===== config.mk =====
export PLATFORM = sky130hd
export DESIGN_NAME = oup_ulpi_phy_responder_flat
export DESIGN_NICKNAME = d
export VERILOG_FILES = /design/src/rtl/oup_ulpi_phy_responder_if.sv /design/src/rtl/oup_ulpi_phy_responder.sv /design/src/flat_wrapper.sv
export SDC_FILE = /design/constraint.sdc
export NUM_CORES = 1
export LEC_CHECK = 0
export ABC_AREA = 1
export BUFFER_PORTS_ARGS = -buffer_cell sky130_fd_sc_hd__buf_4
export CAP_MARGIN = 20
export CORE_ASPECT_RATIO = 1.4
export CORE_MARGIN = 2
export CORE_UTILIZATION = 30
export DETAILED_ROUTE_END_ITERATION = 16
export GPL_ROUTABILITY_DRIVEN = 0
export MAX_ROUTING_LAYER = met4
export PLACE_DENSITY = 0.55
export SYNTH_ARGS = -nofsm -noshare
export SYNTH_HDL_FRONTEND = slang
export SYNTH_SLANG_ARGS = --single-unit

===== constraint.sdc =====
create_clock -name ulpi_clk_i -period 4.1 [get_ports ulpi_clk_i]
set_input_delay 1.025 -clock ulpi_clk_i [delete_from_list [all_inputs] [get_ports ulpi_clk_i]]
set_output_delay 1.025 -clock ulpi_clk_i [all_outputs]
set_load 0.005 [all_outputs]

===== src/rtl/oup_ulpi_phy_responder_if.sv =====
// rtl/oup_ulpi_phy_responder_if.sv - ULPI bus plus PHY-side packet, line-state and register signals
interface oup_ulpi_phy_responder_if;
    logic [7:0] ulpi_data_i;
    logic [7:0] ulpi_data_o;
    logic       ulpi_dir_o;
    logic       ulpi_stp_i;
    logic       ulpi_nxt_o;
    logic       tx_start_o;
    logic [3:0] tx_pid_o;
    logic [7:0] tx_data_o;
    logic       tx_valid_o;
    logic       tx_end_o;
    logic       tx_abort_o;
    logic [7:0] rx_data_i;
    logic       rx_valid_i;
    logic       rx_last_i;
    logic       rx_ready_o;
    logic [1:0] linestate_i;
    logic [1:0] vbus_state_i;
    logic       id_i;
    logic [7:0] func_ctrl_o;
    logic [7:0] iface_ctrl_o;
    logic [7:0] otg_ctrl_o;

    modport master (
        input  ulpi_data_i, ulpi_stp_i, rx_data_i, rx_valid_i, rx_last_i,
               linestate_i, vbus_state_i, id_i,
        output ulpi_data_o, ulpi_dir_o, ulpi_nxt_o, tx_start_o, tx_pid_o,
               tx_data_o, tx_valid_o, tx_end_o, tx_abort_o, rx_ready_o,
               func_ctrl_o, iface_ctrl_o, otg_ctrl_o
    );

    modport slave (
        output ulpi_data_i, ulpi_stp_i, rx_data_i, rx_valid_i, rx_last_i,
               linestate_i, vbus_state_i, id_i,
        input  ulpi_data_o, ulpi_dir_o, ulpi_nxt_o, tx_start_o, tx_pid_o,
               tx_data_o, tx_valid_o, tx_end_o, tx_abort_o, rx_ready_o,
               func_ctrl_o, iface_ctrl_o, otg_ctrl_o
    );
endinterface


===== src/rtl/oup_ulpi_phy_responder.sv =====
// rtl/oup_ulpi_phy_responder.sv - PHY-side ULPI responder: TXCMD decode, register map, RX CMD and RX packet streaming
module oup_ulpi_phy_responder #(
    parameter logic [15:0] VENDOR_ID  = 16'h0424,
    parameter logic [15:0] PRODUCT_ID = 16'h0009
) (
    input  logic                     ulpi_clk_i,
    input  logic                     rst_i,
    oup_ulpi_phy_responder_if.master bus
);
    typedef enum logic [3:0] {
        IDLE, CMD_ACK, REGW_DATA, REGW_STP, REGR_TURN, REGR_DATA,
        TX_DATA, RX_TURN, RX_DATA, RXCMD_TURN, RXCMD_DATA, TURN_BACK
    } state_t;

    state_t     state, state_n;
    logic [7:0] cmd_q, cmd_n;
    logic [7:0] wdata_q, wdata_n;
    logic [7:0] data_q, data_n;
    logic       dir_q, dir_n;
    logic       nxt_q, nxt_n;
    logic       tx_start_q, tx_start_n;
    logic [3:0] tx_pid_q, tx_pid_n;
    logic [7:0] tx_data_q, tx_data_n;
    logic       tx_valid_q, tx_valid_n;
    logic       tx_end_q, tx_end_n;
    logic       tx_abort_q, tx_abort_n;
    logic       rx_done_q, rx_done_n;
    logic [4:0] last_rx_q, last_rx_n;
    logic [4:0] cur_rx;
    logic       commit;
    logic [7:0] func_q, iface_q, otg_q, scratch_q;
    logic [7:0] rd_val;

    assign cur_rx = {bus.id_i, bus.vbus_state_i, bus.linestate_i};

    // Set/clear aliases read back the base register.
    always_comb begin
        rd_val = 8'h00;
        case (cmd_q[5:0])
            6'h00:               rd_val = VENDOR_ID[7:0];
            6'h01:               rd_val = VENDOR_ID[15:8];
            6'h02:               rd_val = PRODUCT_ID[7:0];
            6'h03:               rd_val = PRODUCT_ID[15:8];
            6'h04, 6'h05, 6'h06: rd_val = func_q;
            6'h07, 6'h08, 6'h09: rd_val = iface_q;
            6'h0A, 6'h0B, 6'h0C: rd_val = otg_q;
            6'h16, 6'h17, 6'h18: rd_val = scratch_q;
            default:             rd_val = 8'h00;
        endcase
    end

    always_comb begin
        state_n    = state;
        cmd_n      = cmd_q;
        wdata_n    = wdata_q;
        last_rx_n  = last_rx_q;
        rx_done_n  = rx_done_q;
        dir_n      = dir_q;
        nxt_n      = 1'b0;
        data_n     = 8'h00;
        tx_start_n = 1'b0;
        tx_pid_n   = tx_pid_q;
        tx_data_n  = tx_data_q;
        tx_valid_n = 1'b0;
        tx_end_n   = 1'b0;
        tx_abort_n = 1'b0;
        commit     = 1'b0;
        case (state)
            IDLE: begin
                dir_n = 1'b0;
                // A PHY-initiated turnaround beats a TXCMD on the same edge; the link retries.
                if (bus.rx_valid_i) begin
                    state_n = RX_TURN;
                    dir_n   = 1'b1;
                    nxt_n   = 1'b1;
                end else if (last_rx_q != cur_rx) begin
                    state_n = RXCMD_TURN;
                    dir_n   = 1'b1;
                end else if (bus.ulpi_data_i[7:6] != 2'b00) begin
                    state_n = CMD_ACK;
                    cmd_n   = bus.ulpi_data_i;
                    nxt_n   = 1'b1;
                    if (bus.ulpi_data_i[7:6] == 2'b01) begin
                        tx_start_n = 1'b1;
                        tx_pid_n   = bus.ulpi_data_i[3:0];
                    end
                end
            end
            CMD_ACK: begin
                case (cmd_q[7:6])
                    2'b10: begin
                        state_n = REGW_DATA;
                        nxt_n   = 1'b1;
                    end
                    2'b11: begin
                        state_n = REGR_TURN;
                        dir_n   = 1'b1;
                    end
                    2'b01: begin
                        state_n = TX_DATA;
                        nxt_n   = 1'b1;
                    end
                    default: state_n = IDLE;
                endcase
            end
            REGW_DATA: begin
                wdata_n = bus.ulpi_data_i;
                state_n = REGW_STP;
            end
            REGW_STP: begin
                if (bus.ulpi_stp_i) begin
                    commit  = 1'b1;
                    state_n = IDLE;
                end
            end
            REGR_TURN: begin
                data_n  = rd_val;
                state_n = REGR_DATA;
            end
            REGR_DATA: begin
                dir_n   = 1'b0;
                state_n = TURN_BACK;
            end
            TX_DATA: begin
                if (bus.ulpi_stp_i) begin
                    tx_end_n   = 1'b1;
                    tx_abort_n = (bus.ulpi_data_i == 8'hFF);
                    state_n    = IDLE;
                end else begin
                    nxt_n      = 1'b1;
                    tx_data_n  = bus.ulpi_data_i;
                    tx_valid_n = 1'b1;
                end
            end
            RX_TURN, RX_DATA: begin
                if (state == RX_DATA && rx_done_q) begin
                    dir_n     = 1'b0;
                    rx_done_n = 1'b0;
                    state_n   = TURN_BACK;
                end else if (bus.rx_valid_i) begin
                    data_n    = bus.rx_data_i;
                    nxt_n     = 1'b1;
                    rx_done_n = bus.rx_last_i;
                    state_n   = RX_DATA;
                end else begin
                    data_n    = {1'b0, bus.id_i, 2'b01, bus.vbus_state_i, bus.linestate_i};
                    last_rx_n = cur_rx;
                    state_n   = RX_DATA;
                end
            end
            RXCMD_TURN: begin
                data_n    = {1'b0, bus.id_i, 2'b00, bus.vbus_state_i, bus.linestate_i};
                last_rx_n = cur_rx;
                state_n   = RXCMD_DATA;
            end
            RXCMD_DATA: begin
                dir_n   = 1'b0;
                state_n = TURN_BACK;
            end
            TURN_BACK: state_n = IDLE;
            default:   state_n = IDLE;
        endcase
    end

    always_ff @(posedge ulpi_clk_i or posedge rst_i) begin
        if (rst_i) begin
            state      <= IDLE;
            cmd_q      <= 8'h00;
            wdata_q    <= 8'h00;
            data_q     <= 8'h00;
            dir_q      <= 1'b0;
            nxt_q      <= 1'b0;
            tx_start_q <= 1'b0;
            tx_pid_q   <= 4'h0;
            tx_data_q  <= 8'h00;
            tx_valid_q <= 1'b0;
            tx_end_q   <= 1'b0;
            tx_abort_q <= 1'b0;
            rx_done_q  <= 1'b0;
            last_rx_q  <= 5'd0;
        end else begin
            state      <= state_n;
            cmd_q      <= cmd_n;
            wdata_q    <= wdata_n;
            data_q     <= data_n;
            dir_q      <= dir_n;
            nxt_q      <= nxt_n;
            tx_start_q <= tx_start_n;
            tx_pid_q   <= tx_pid_n;
            tx_data_q  <= tx_data_n;
            tx_valid_q <= tx_valid_n;
            tx_end_q   <= tx_end_n;
            tx_abort_q <= tx_abort_n;
            rx_done_q  <= rx_done_n;
            last_rx_q  <= last_rx_n;
        end
    end

    always_ff @(posedge ulpi_clk_i or posedge rst_i) begin
        if (rst_i) begin
            func_q    <= 8'h41;
            iface_q   <= 8'h00;
            otg_q     <= 8'h06;
            scratch_q <= 8'h00;
        end else if (commit) begin
            case (cmd_q[5:0])
                6'h04:   func_q    <= wdata_q;
                6'h05:   func_q    <= func_q | wdata_q;
                6'h06:   func_q    <= func_q & ~wdata_q;
                6'h07:   iface_q   <= wdata_q;
                6'h08:   iface_q   <= iface_q | wdata_q;
                6'h09:   iface_q   <= iface_q & ~wdata_q;
                6'h0A:   otg_q     <= wdata_q;
                6'h0B:   otg_q     <= otg_q | wdata_q;
                6'h0C:   otg_q     <= otg_q & ~wdata_q;
                6'h16:   scratch_q <= wdata_q;
                6'h17:   scratch_q <= scratch_q | wdata_q;
                6'h18:   scratch_q <= scratch_q & ~wdata_q;
                default: ;
            endcase
        end else if (func_q[5]) begin
            // Function-control reset bit is a one-cycle strobe.
            func_q[5] <= 1'b0;
        end
    end

    assign bus.ulpi_data_o  = data_q;
    assign bus.ulpi_dir_o   = dir_q;
    assign bus.ulpi_nxt_o   = nxt_q;
    assign bus.tx_start_o   = tx_start_q;
    assign bus.tx_pid_o     = tx_pid_q;
    assign bus.tx_data_o    = tx_data_q;
    assign bus.tx_valid_o   = tx_valid_q;
    assign bus.tx_end_o     = tx_end_q;
    assign bus.tx_abort_o   = tx_abort_q;
    assign bus.rx_ready_o   = (state == RX_TURN) || (state == RX_DATA && !rx_done_q);
    assign bus.func_ctrl_o  = func_q;
    assign bus.iface_ctrl_o = iface_q;
    assign bus.otg_ctrl_o   = otg_q;
endmodule


===== src/flat_wrapper.sv =====
// flat-port wrapper written by rule: the top's interface ports become plain ports
module oup_ulpi_phy_responder_flat 
#(
    parameter logic [15:0] VENDOR_ID  = 16'h0424,
    parameter logic [15:0] PRODUCT_ID = 16'h0009
)
  (ulpi_clk_i, rst_i, bus_ulpi_data_i, bus_ulpi_stp_i, bus_rx_data_i, bus_rx_valid_i, bus_rx_last_i, bus_linestate_i, bus_vbus_state_i, bus_id_i, bus_ulpi_data_o, bus_ulpi_dir_o, bus_ulpi_nxt_o, bus_tx_start_o, bus_tx_pid_o, bus_tx_data_o, bus_tx_valid_o, bus_tx_end_o, bus_tx_abort_o, bus_rx_ready_o, bus_func_ctrl_o, bus_iface_ctrl_o, bus_otg_ctrl_o);
  oup_ulpi_phy_responder_if bus_i ();
  input  logic ulpi_clk_i;
  input  logic rst_i;
  input wire logic [$bits(bus_i.ulpi_data_i)-1:0] bus_ulpi_data_i;
  input wire logic [$bits(bus_i.ulpi_stp_i)-1:0] bus_ulpi_stp_i;
  input wire logic [$bits(bus_i.rx_data_i)-1:0] bus_rx_data_i;
  input wire logic [$bits(bus_i.rx_valid_i)-1:0] bus_rx_valid_i;
  input wire logic [$bits(bus_i.rx_last_i)-1:0] bus_rx_last_i;
  input wire logic [$bits(bus_i.linestate_i)-1:0] bus_linestate_i;
  input wire logic [$bits(bus_i.vbus_state_i)-1:0] bus_vbus_state_i;
  input wire logic [$bits(bus_i.id_i)-1:0] bus_id_i;
  output wire logic [$bits(bus_i.ulpi_data_o)-1:0] bus_ulpi_data_o;
  output wire logic [$bits(bus_i.ulpi_dir_o)-1:0] bus_ulpi_dir_o;
  output wire logic [$bits(bus_i.ulpi_nxt_o)-1:0] bus_ulpi_nxt_o;
  output wire logic [$bits(bus_i.tx_start_o)-1:0] bus_tx_start_o;
  output wire logic [$bits(bus_i.tx_pid_o)-1:0] bus_tx_pid_o;
  output wire logic [$bits(bus_i.tx_data_o)-1:0] bus_tx_data_o;
  output wire logic [$bits(bus_i.tx_valid_o)-1:0] bus_tx_valid_o;
  output wire logic [$bits(bus_i.tx_end_o)-1:0] bus_tx_end_o;
  output wire logic [$bits(bus_i.tx_abort_o)-1:0] bus_tx_abort_o;
  output wire logic [$bits(bus_i.rx_ready_o)-1:0] bus_rx_ready_o;
  output wire logic [$bits(bus_i.func_ctrl_o)-1:0] bus_func_ctrl_o;
  output wire logic [$bits(bus_i.iface_ctrl_o)-1:0] bus_iface_ctrl_o;
  output wire logic [$bits(bus_i.otg_ctrl_o)-1:0] bus_otg_ctrl_o;
  assign bus_i.ulpi_data_i = bus_ulpi_data_i;
  assign bus_i.ulpi_stp_i = bus_ulpi_stp_i;
  assign bus_i.rx_data_i = bus_rx_data_i;
  assign bus_i.rx_valid_i = bus_rx_valid_i;
  assign bus_i.rx_last_i = bus_rx_last_i;
  assign bus_i.linestate_i = bus_linestate_i;
  assign bus_i.vbus_state_i = bus_vbus_state_i;
  assign bus_i.id_i = bus_id_i;
  assign bus_ulpi_data_o = bus_i.ulpi_data_o;
  assign bus_ulpi_dir_o = bus_i.ulpi_dir_o;
  assign bus_ulpi_nxt_o = bus_i.ulpi_nxt_o;
  assign bus_tx_start_o = bus_i.tx_start_o;
  assign bus_tx_pid_o = bus_i.tx_pid_o;
  assign bus_tx_data_o = bus_i.tx_data_o;
  assign bus_tx_valid_o = bus_i.tx_valid_o;
  assign bus_tx_end_o = bus_i.tx_end_o;
  assign bus_tx_abort_o = bus_i.tx_abort_o;
  assign bus_rx_ready_o = bus_i.rx_ready_o;
  assign bus_func_ctrl_o = bus_i.func_ctrl_o;
  assign bus_iface_ctrl_o = bus_i.iface_ctrl_o;
  assign bus_otg_ctrl_o = bus_i.otg_ctrl_o;
  oup_ulpi_phy_responder #(.VENDOR_ID(VENDOR_ID), .PRODUCT_ID(PRODUCT_ID)) u_core (.ulpi_clk_i(ulpi_clk_i), .rst_i(rst_i), .bus(bus_i));
endmodule

* After elaboration in Yosys (flattened, before gate mapping)
Cells that the tools add are included.
** Cells by class
- Equal/unequal tests :: 37
- Multiplexer cells :: 45
- Bitwise gates (word level) :: 12
- Reduce and logical (&&, ||, !) cells :: 33
** Operator list (number)
- 8-bit case mux with 3 select lines :: 5
- 8-bit case mux with 7 select lines :: 1
- 8-bit AND :: 4
- 8-bit bitwise OR :: 4
- 4-bit case mux with 8 select lines :: 1
- 6-bit by 4-bit equality test with 1-bit output (second input constant) :: 5
- 1-bit 2-to-1 mux :: 25
- 6-bit by 3-bit equality test with 1-bit output (second input constant) :: 4
- 6-bit by 5-bit equality test with 1-bit output (second input constant) :: 3
- 4-bit by 3-bit equality test with 1-bit output (second input constant) :: 4
- 4-bit 2-to-1 mux :: 4
- 8-bit 2-to-1 mux :: 2
- 2-bit AND reduction :: 7
- 4-bit equality test (second input constant) :: 3
- 3-bit nonzero test :: 4
- 3-bit OR reduction :: 4
- 5-bit 2-to-1 mux :: 2
- 5-bit case mux with 2 select lines :: 1
- 3-bit case mux with 3 select lines :: 1
- 4-bit by 2-bit equality test with 1-bit output (second input constant) :: 2
- 8-bit equality test (second input constant) :: 1
- 8-bit inverter :: 1
- 1-bit case mux with 4 select lines :: 2
- 2-bit OR reduction :: 4
- other kinds (22) :: 33
** Word-level totals
- Register bits after elaboration :: 84
- Bits of input ports :: 26
- Output and inout bits :: 51
- Word-level logic and storage cells :: 146

* Longest topological paths before layout
Gate-level depths: netlist of the first run.
- Depth in word-level cells :: 6
- Depth in mapped cells :: 11
- Mapped depth without buffers :: 11

* Worst setup path after synthesis of the first run
No wires, ideal clock.
- Path kind :: input-to-reg
- From :: input bus_vbus_state_i[1]
- To :: register u_core.cmd_q[1]
- Library setup time :: 0.121 ns
- Data arrival time :: 1.890 ns
- Slack :: 2.088 ns
- Stages :: 10
- Path through :: inv_1 nand2_1 nand2_1 nor2_1 nand3_1 nor2_2 nand2_2 buf_6 nand2_1 o21ai_1
** Between the ends
- Longest elaborated chain between the ends :: 3
** RTL lines
- from (decl) :: line flat_wrapper.sv:17 : input wire logic [$bits(bus_i.vbus_state_i)-1:0] bus_vbus_state_i;
- 5-bit != test :: line oup_ulpi_phy_responder.sv:76 : end else if (last_rx_q != cur_rx) begin
- 1-bit inverter (no line)
- 4-bit AND reduction (no line)
- to (signal assigned) :: line oup_ulpi_phy_responder.sv:183 : cmd_q <= cmd_n;
- to (decl) :: line oup_ulpi_phy_responder.sv:16 : logic [7:0] cmd_q, cmd_n;
Every way passes these cells.
A chain may end at the register's enable or synchronous reset.

* Worst setup path after layout of the first run
- From :: register u_core.state[1]
- To :: output bus_rx_ready_o
** Between the ends
- Longest elaborated chain between the ends :: 3
** RTL lines
- from (decl) :: line oup_ulpi_phy_responder.sv:15 : state_t state, state_n;
- from (signal assigned) :: line oup_ulpi_phy_responder.sv:182 : state <= state_n;
- 4-bit equality test :: line oup_ulpi_phy_responder.sv:236 : assign bus.rx_ready_o = (state == RX_TURN) || (state == RX_DATA && !rx_done_q);
- 1-bit logical AND :: line oup_ulpi_phy_responder.sv:236
- 1-bit logical OR * :: line oup_ulpi_phy_responder.sv:236
- to (decl) :: line flat_wrapper.sv:28 : output wire logic [$bits(bus_i.rx_ready_o)-1:0] bus_rx_ready_o;
Mark *: on every way between the ends. The rest lies on a longest branch, timed or not.

==> results of run 1 <==
per-stage QoR:
step	hold slack, ns	util, %
2_1_floorplan	0.4534	-
3_3_place_gp	0.4687	36.13
3_5_place_dp	0.4764	36.13
4_1_cts	0.4921	38.43
5_1_grt	0.5049	38.43
6_report	0.4908	38.43
registers in the layout (all words and copies together), names as in the netlist:
name,cells
u_core.bus.ulpi_data_o,8
u_core.bus.tx_pid_o,4
u_core.bus.ulpi_dir_o,1
u_core.bus.func_ctrl_o,8
u_core.rx_done_q,1
u_core.cmd_q,8
u_core.state,4
u_core.last_rx_q,5
u_core.scratch_q,8
u_core.bus.ulpi_nxt_o,1
u_core.bus.otg_ctrl_o,8
u_core.wdata_q,8
u_core.bus.tx_start_o,1
u_core.bus.tx_valid_o,1
u_core.bus.tx_data_o,8
u_core.bus.iface_ctrl_o,8
u_core.bus.tx_end_o,1
u_core.bus.tx_abort_o,1
synth_stat cells:
master and n:
nand3_1 19, nor3_1 1, dfrtp_1 80, o21ai_0 57, a21oi_1 21, nand2_2 8
inv_2 5, nor2_4 4, nand2_1 154, buf_6 2, nor2_1 46, a21oi_4 2
dfstp_2 4, buf_2 2, o2111ai_1 1, o21ai_2 6, xor2_1 1, inv_1 70
nand4_1 10, ha_1 3, clkbuf_1 1, a31oi_1 1, a22o_1 1, nand2_4 1
o21ai_1 14, o22ai_1 8, nor4_1 1, nand3_2 4, nand3b_1 1, nor2_2 9
routing by layer:
layer / wire (µm) / global-route usage (%) / vias up
li1: - / - / 1900
met1: 4769 / 18.76 / 1820
met2: 6391 / 29.26 / 93
met3: 440 / 3.200 / 26
met4: 358 / 8.535 / 0
met5: 0 / - / -
logic make-up (layout without fill, tap and decap cells):
| kind of cell | count (synthesis) | in the layout | synth area share [%] |
|---|---|---|---|
| and+or+nand+nor | 258 | 258 | 26.77 |
| AOI/OAI and AO/OA | 111 | 111 | 14.68 |
| DFF | 84 | 84 | 49.93 |
| buffers and inverters | 80 | 169 | 7.530 |
| adders and majority gates | 3 | 3 | 0.8895 |
| xor gates and xnor gates | 1 | 1 | 0.2076 |
cell usage in the layout (no fill, tap or decap), types with 9 or more instances in the layout:
cell type / instances
nand4_1: 10
a21oi_1: 21
o21ai_1: 14
dfrtp_1: 80
nor2_2: 9
nand2_1: 154
o21ai_0: 57
nand3_1: 19
clkbuf_16: 9
buf_4: 78
nor2_1: 46
inv_1: 69
where the power goes:
group          switching (µW)  internal, µW  total [µW]
Clock                     333           537         870
Combinational             715           500        1220
Sequential                257          1120        1380
Total                    1300          2160        3460
critical path, delay by kind of cell, from the launching register on:
kind	cells	cell delay (ns)
flip-flops	1	0.40
buffers and inverters	1	0.14
AND/OR/NAND/NOR	3	0.57
worst max-delay path by stage:
stage | startpoint | endpoint | slack, ns | depth (start not counted)
finish | u_core.state[1] | bus_rx_ready_o | 1.63 | 4
global route | u_core.state[1] | bus_rx_ready_o | 1.56 | 4
CTS | u_core.state[1] | bus_rx_ready_o | 1.63 | 4
detailed placement | bus_linestate_i[0] | u_core.bus.tx_pid_o[3] | 1.72 | 10
global placement | bus_linestate_i[0] | u_core.cmd_q[3] | 1.82 | 10
floorplan | rst_i | u_core.bus.func_ctrl_o[1] | 0.92 | 1
cell type report:
class | instances | area, µm² | share of cell area [%]
inverters | 75 | 282.8 | 5.314
clock buffers | 11 | 232.7 | 4.373
multi-input cells | 373 | 1795 | 33.74
clock inverters | 5 | 86.33 | 1.622
flip-flops and latches | 84 | 2107 | 39.60
repair buffers | 78 | 585.6 | 11.00
well taps | 185 | 231.5 | 4.350
==> metrics.yaml, run 1 <==
run_status: "completed"
clock_sinks: 84
synth-seq-cells: 84
drt.antenna.violating_nets: 0
grt_use_total_pct: 16.91
wl_um: 11960
worst_ir_drop_vdd_mv: 0.1998
drc: 0
ctsHoldBuffers: 0
place_inst: 795
power_density_of_the_placed_cells_mw_per_mm2: 650.3
ff2ff_path_depth: 5
leak_uw: 0.002732
mapped_nets: 566
globalRoute.totalOverflow: 0
final_count_of_pins_violating_max_slew: 0
max_slew.worst_pin.slew_ns: 0.7439
die_area_mm2: 0.01505
placement.cell_area_mm2: 0.005002
layout-drive-gt1-share_pct: 21.73
holdCritStartpoint: "u_core.scratch_q[2]"
maximum_number_of_pins_on_one_net_before_global_route_repair: 43
fin_skew_ns: 0.007337
global_route_wire_length_before_repair_um: 19120
clock_tree.root_cell: "clkbuf_16"
nFillCells: 1431
starting_drt_drc_count: 255
timing.max_slew.rel_slack_pct: 50.41
drt_first_pass_iters: 5
cp_slowest_stage_delay_ns: 0.40
period_minus_ws_final_ns: 2.474
die_w_um: 104.2
synth_top_area_share_pct: 47.44
cts.repair_timing.setup_buffer_count: 0
count_of_yosys_warnings_during_synthesis: 0
ys_seq_area_share_pct: 49.93
ranking_of_synthesized_cells_by_area: "dfrtp_1 47%, nand2_1 14%, o21ai_0 6.8%"
fin_setup_tns_ns: 0
placement.setup.worst_slack_ns: 1.721
final_cell_count_no_fill: 811
critical_path.reg2reg.startpoint: "u_core.cmd_q[5]"
nets: 650
cp_max_fo: 4
yosysUniqueCellTypes: 30
layout.cell_area.non_filler_mm2: 0.005321
synthesis.instances: 537
placement.io_buffers: 76
hold_class: "reg -> reg"
critical_path_required_ns: 3.07
via_count: 3839
hpwl_um: 9285
drv_cap: 0
syn2layout_area_growth_pct: 26.09
cts_buffer_depth: 2
floorplan.initialDensity_pct: 30.48
cp_cell_sequence: "nor2_1 > nand4_1 > nand2_1 > buf_4"
unrepaired_setup_endpoints_after_global_routing: "no"
number_of_h_tree_levels: 3
crit_arrival_ns: 1.45
cts_tree: "built"
clkLatencyLatePin_ns: 0.35
cts.repair.resized: 0
report.final.setup_viol: 0
wire_per_inst_um: 14.74
slack_of_the_critical_path_ns: 1.626
cts.reportedPaths.clkPinSlew_ns: 0.06
post-route-period-util_pct: 60.35
syn_area_mm2: 0.004220
num_io_pins: 77
achievable-frequency_ghz: 0.4042
path_class: "reg -> out"
reg2reg_slack_ns: 2.22
design_power_total_uw: 3460
syn_avg_cell_area_um2: 7.859
antenna_violations_before_repair: 0
first_global_vias: 3766
crit-reg2reg-capture: "u_core.bus.iface_ctrl_o[1]"
number_of_buffers_created_by_cts: 9
coreArea_mm2: 0.01385
critPathCaptureType: "primary output"
vias_per_cell: 4.734
synth.largest_area_cell: "dfrtp_1"
insertedDiodeCount: 0
timing_hold_violations_final: 0
min_path_cells: 2
worst_hold_path.endpoint: "u_core.scratch_q[2]"
critPathLaunchType: "flop"
crit_path_top_delay_cell: "dfrtp_1"
floorplan.die.height_um: 144.3
number_of_placement_rows: 51
Note: power is estimated with default switching activity, not from simulation.
==> inputs of run 2 (changes only) <==
==> constraint.sdc (replaced) <==
create_clock -name ulpi_clk_i -period 2.56 [get_ports ulpi_clk_i]
set_input_delay 0.64 -clock ulpi_clk_i [delete_from_list [all_inputs] [get_ports ulpi_clk_i]]
set_output_delay 0.64 -clock ulpi_clk_i [all_outputs]
set_load 0.005 [all_outputs]
==> run 2 against run 1 <==
Clock power rose by 62%. Highest routed layer unchanged. Sequential power rose by 60%. Setup slack worse by 1.2 ns. Critical path depth grew 2.
==> metrics.yaml, run 2 (same netlist as run 1, synthesis figures left out) <==
grt_use_total_pct: 17.01  # +0.10 points
path_class: "reg -> out"
clkLatencyLatePin_ns: 0.34  # about the same
critical_path_required_ns: 1.92  # -1.15 ns
achievable-frequency_ghz: 0.4790
drc: 0  # unchanged
design_power_total_uw: 5577  # +61%
post-route-period-util_pct: 81.56
nFillCells: 1438  # +0.49%
number_of_h_tree_levels: 3  # unchanged
slack_of_the_critical_path_ns: 0.4721  # -1.154 ns
hpwl_um: 9076  # -2.3%
coreArea_mm2: 0.01385  # unchanged
cp_max_fo: 5  # +1
leak_uw: 0.002736  # +0.14%
timing_hold_violations_final: 0  # unchanged
wl_um: 11920  # -0.30%
drt.antenna.violating_nets: 0  # unchanged
combinationalPowerShare_pct: 35.0  # about the same
report.final.setup_viol: 0  # unchanged
run_status: "completed"
multi_input_comb_area_mm2: 0.001795  # unchanged
max_slew.worst_pin.slew_ns: 0.5098  # -0.2341 ns
switching_share_of_power_pct: 38.01  # +0.30 points
critPathLaunchType: "flop"
antenna_violations_before_repair: 0  # unchanged
number_of_buffers_created_by_cts: 9  # unchanged
starting_drt_drc_count: 252  # -1.2%
globalRoute.totalOverflow: 0  # unchanged
floorplan.initialDensity_pct: 30.48  # unchanged
switchingPower_uw: 2120  # +62%
power_density_of_the_placed_cells_mw_per_mm2: 1044  # +61%
die_area_mm2: 0.01505  # unchanged
fin_skew_ns: 0.006854  # -0.0004827 ns
global_route_wire_length_before_repair_um: 19440  # +1.7%
critPathCaptureType: "primary output"
cts.repair.resized: 0  # unchanged
power_frac_seq_pct: 39.6  # about the same
crit_arrival_ns: 1.45  # about the same
hold_class: "in -> async"
unrepaired_setup_endpoints_after_global_routing: "no"
fin_setup_tns_ns: 0  # unchanged
wire_per_inst_um: 14.70  # -0.30%
final_count_of_pins_violating_max_slew: 0  # unchanged
insertedDiodeCount: 0  # unchanged
cts_buffer_depth: 2  # unchanged
mostFrequentLayoutCell: "nand2_1"
placement.io_buffers: 76  # unchanged
clock_sinks: 84  # unchanged
number_of_placement_rows: 51  # unchanged
drv_cap: 0  # unchanged
cts_tree: "built"
syn2layout_area_growth_pct: 26.56
cts.repair_timing.setup_buffer_count: 0  # unchanged
layout.core_utilization_pct: 38.57  # +0.14 points
highest_count_cells_in_the_layout_ignoring_fill_and_taps: "154 x nand2_1, 80 x dfrtp_1, 77 x buf_4"
via_count: 3829  # -0.26%
die_w_um: 104.2  # unchanged
placement.setup.worst_slack_ns: 0.6053  # -1.116 ns
worst_ir_drop_vdd_mv: 0.3767  # +89%
timing.max_slew.rel_slack_pct: 65.93  # +16 points
layout-drive-gt1-share_pct: 22.04  # +0.32 points
num_io_pins: 77  # unchanged
clock_tree.root_cell: "clkbuf_16"
cts.reportedPaths.clkPinSlew_ns: 0.06  # about the same
first_global_vias: 3777  # +0.29%
floorplan.die.height_um: 144.3  # unchanged
p_int_uw: 3457  # +60%
drt_first_pass_iters: 5  # unchanged
vias_per_cell: 4.721  # -0.26%
ff_latch_area_mm2: 0.002107  # unchanged
ctsHoldBuffers: 0  # unchanged
maximum_number_of_pins_on_one_net_before_global_route_repair: 85  # +98%
period_minus_ws_final_ns: 2.088
pwr-share-clk_pct: 25.4  # +0.3 points
nets: 650  # unchanged
-- run 2: changes by cell type in the layout (fill, tap and decap cells not counted), sizes merged --
cell / previous run / this run
clkbuf: 11 / 9
clkinv: 4 / 2
clkinvlp: 0 / 2
inv: 74 / 76
-- run 2: through the flow --
stage	instances	instance area (µm²)	hold slack (ns)
3_3_place_gp	795	5017	0.4686
4_1_cts	811	5341	0.4430
3_5_place_dp	795	5017	0.4745
5_1_grt	811	5341	0.4583
2_1_floorplan	537	4224	0.4534
6_report	811	5341	0.3818
-- run 2: layout make-up --
type	instances	area share, %
Tap cell	185	4.334
Clock buffer	9	4.216
Inverter	75	5.341
Clock inverter	7	1.851
Sequential cell	84	39.45
Multi-Input combinational cell	373	33.61
Timing Repair Buffer	78	11.20
-- run 2: path summary, 6_finish.rpt --
check | start | endpoint | slack (ns) | cells after the start
max | u_core.state[3] | bus_rx_ready_o | 0.47 | 6
max reg2reg | u_core.cmd_q[4] | u_core.bus.iface_ctrl_o[3] | 0.69 | 5
min in group ulpi_clk_i | u_core.scratch_q[7] | u_core.scratch_q[7] | 0.49 | 2
min | rst_i | u_core.bus.otg_ctrl_o[7] | 0.38 | 3
max in group asynchronous | rst_i | u_core.bus.otg_ctrl_o[1] | 1.75 | 3
min reg2reg | u_core.scratch_q[7] | u_core.scratch_q[7] | 0.49 | 2
-- run 2: power groups by stage --
stage,clock (µW),combinational [µW],sequential [µW]
6_report,1410,1950,2210
3_3_place_gp,0,1930,2220
3_5_place_dp,0,1960,2230
4_1_cts,1450,1970,2210
2_1_floorplan,0,1180,2130
5_1_grt,1490,2220,2280
-- run 2: critical path, stage by stage (launching register included) --
cell and delay (ns):
dfrtp_1 0.44, inv_2 0.09, nand2_2 0.09, nor2_2 0.15
inv_1 0.06, nand2_1 0.14, buf_4 0.14
-- run 2: metal layers --
layer	up-vias	part of all wire [%]	global-route usage, %	wire length, µm
met5	-	0	-	0
met4	0	1.8	6.615	216
met3	13	4.1	2.614	485
met2	102	54	30.82	6474
met1	1812	40	18.92	4746
li1	1902	-	-	-
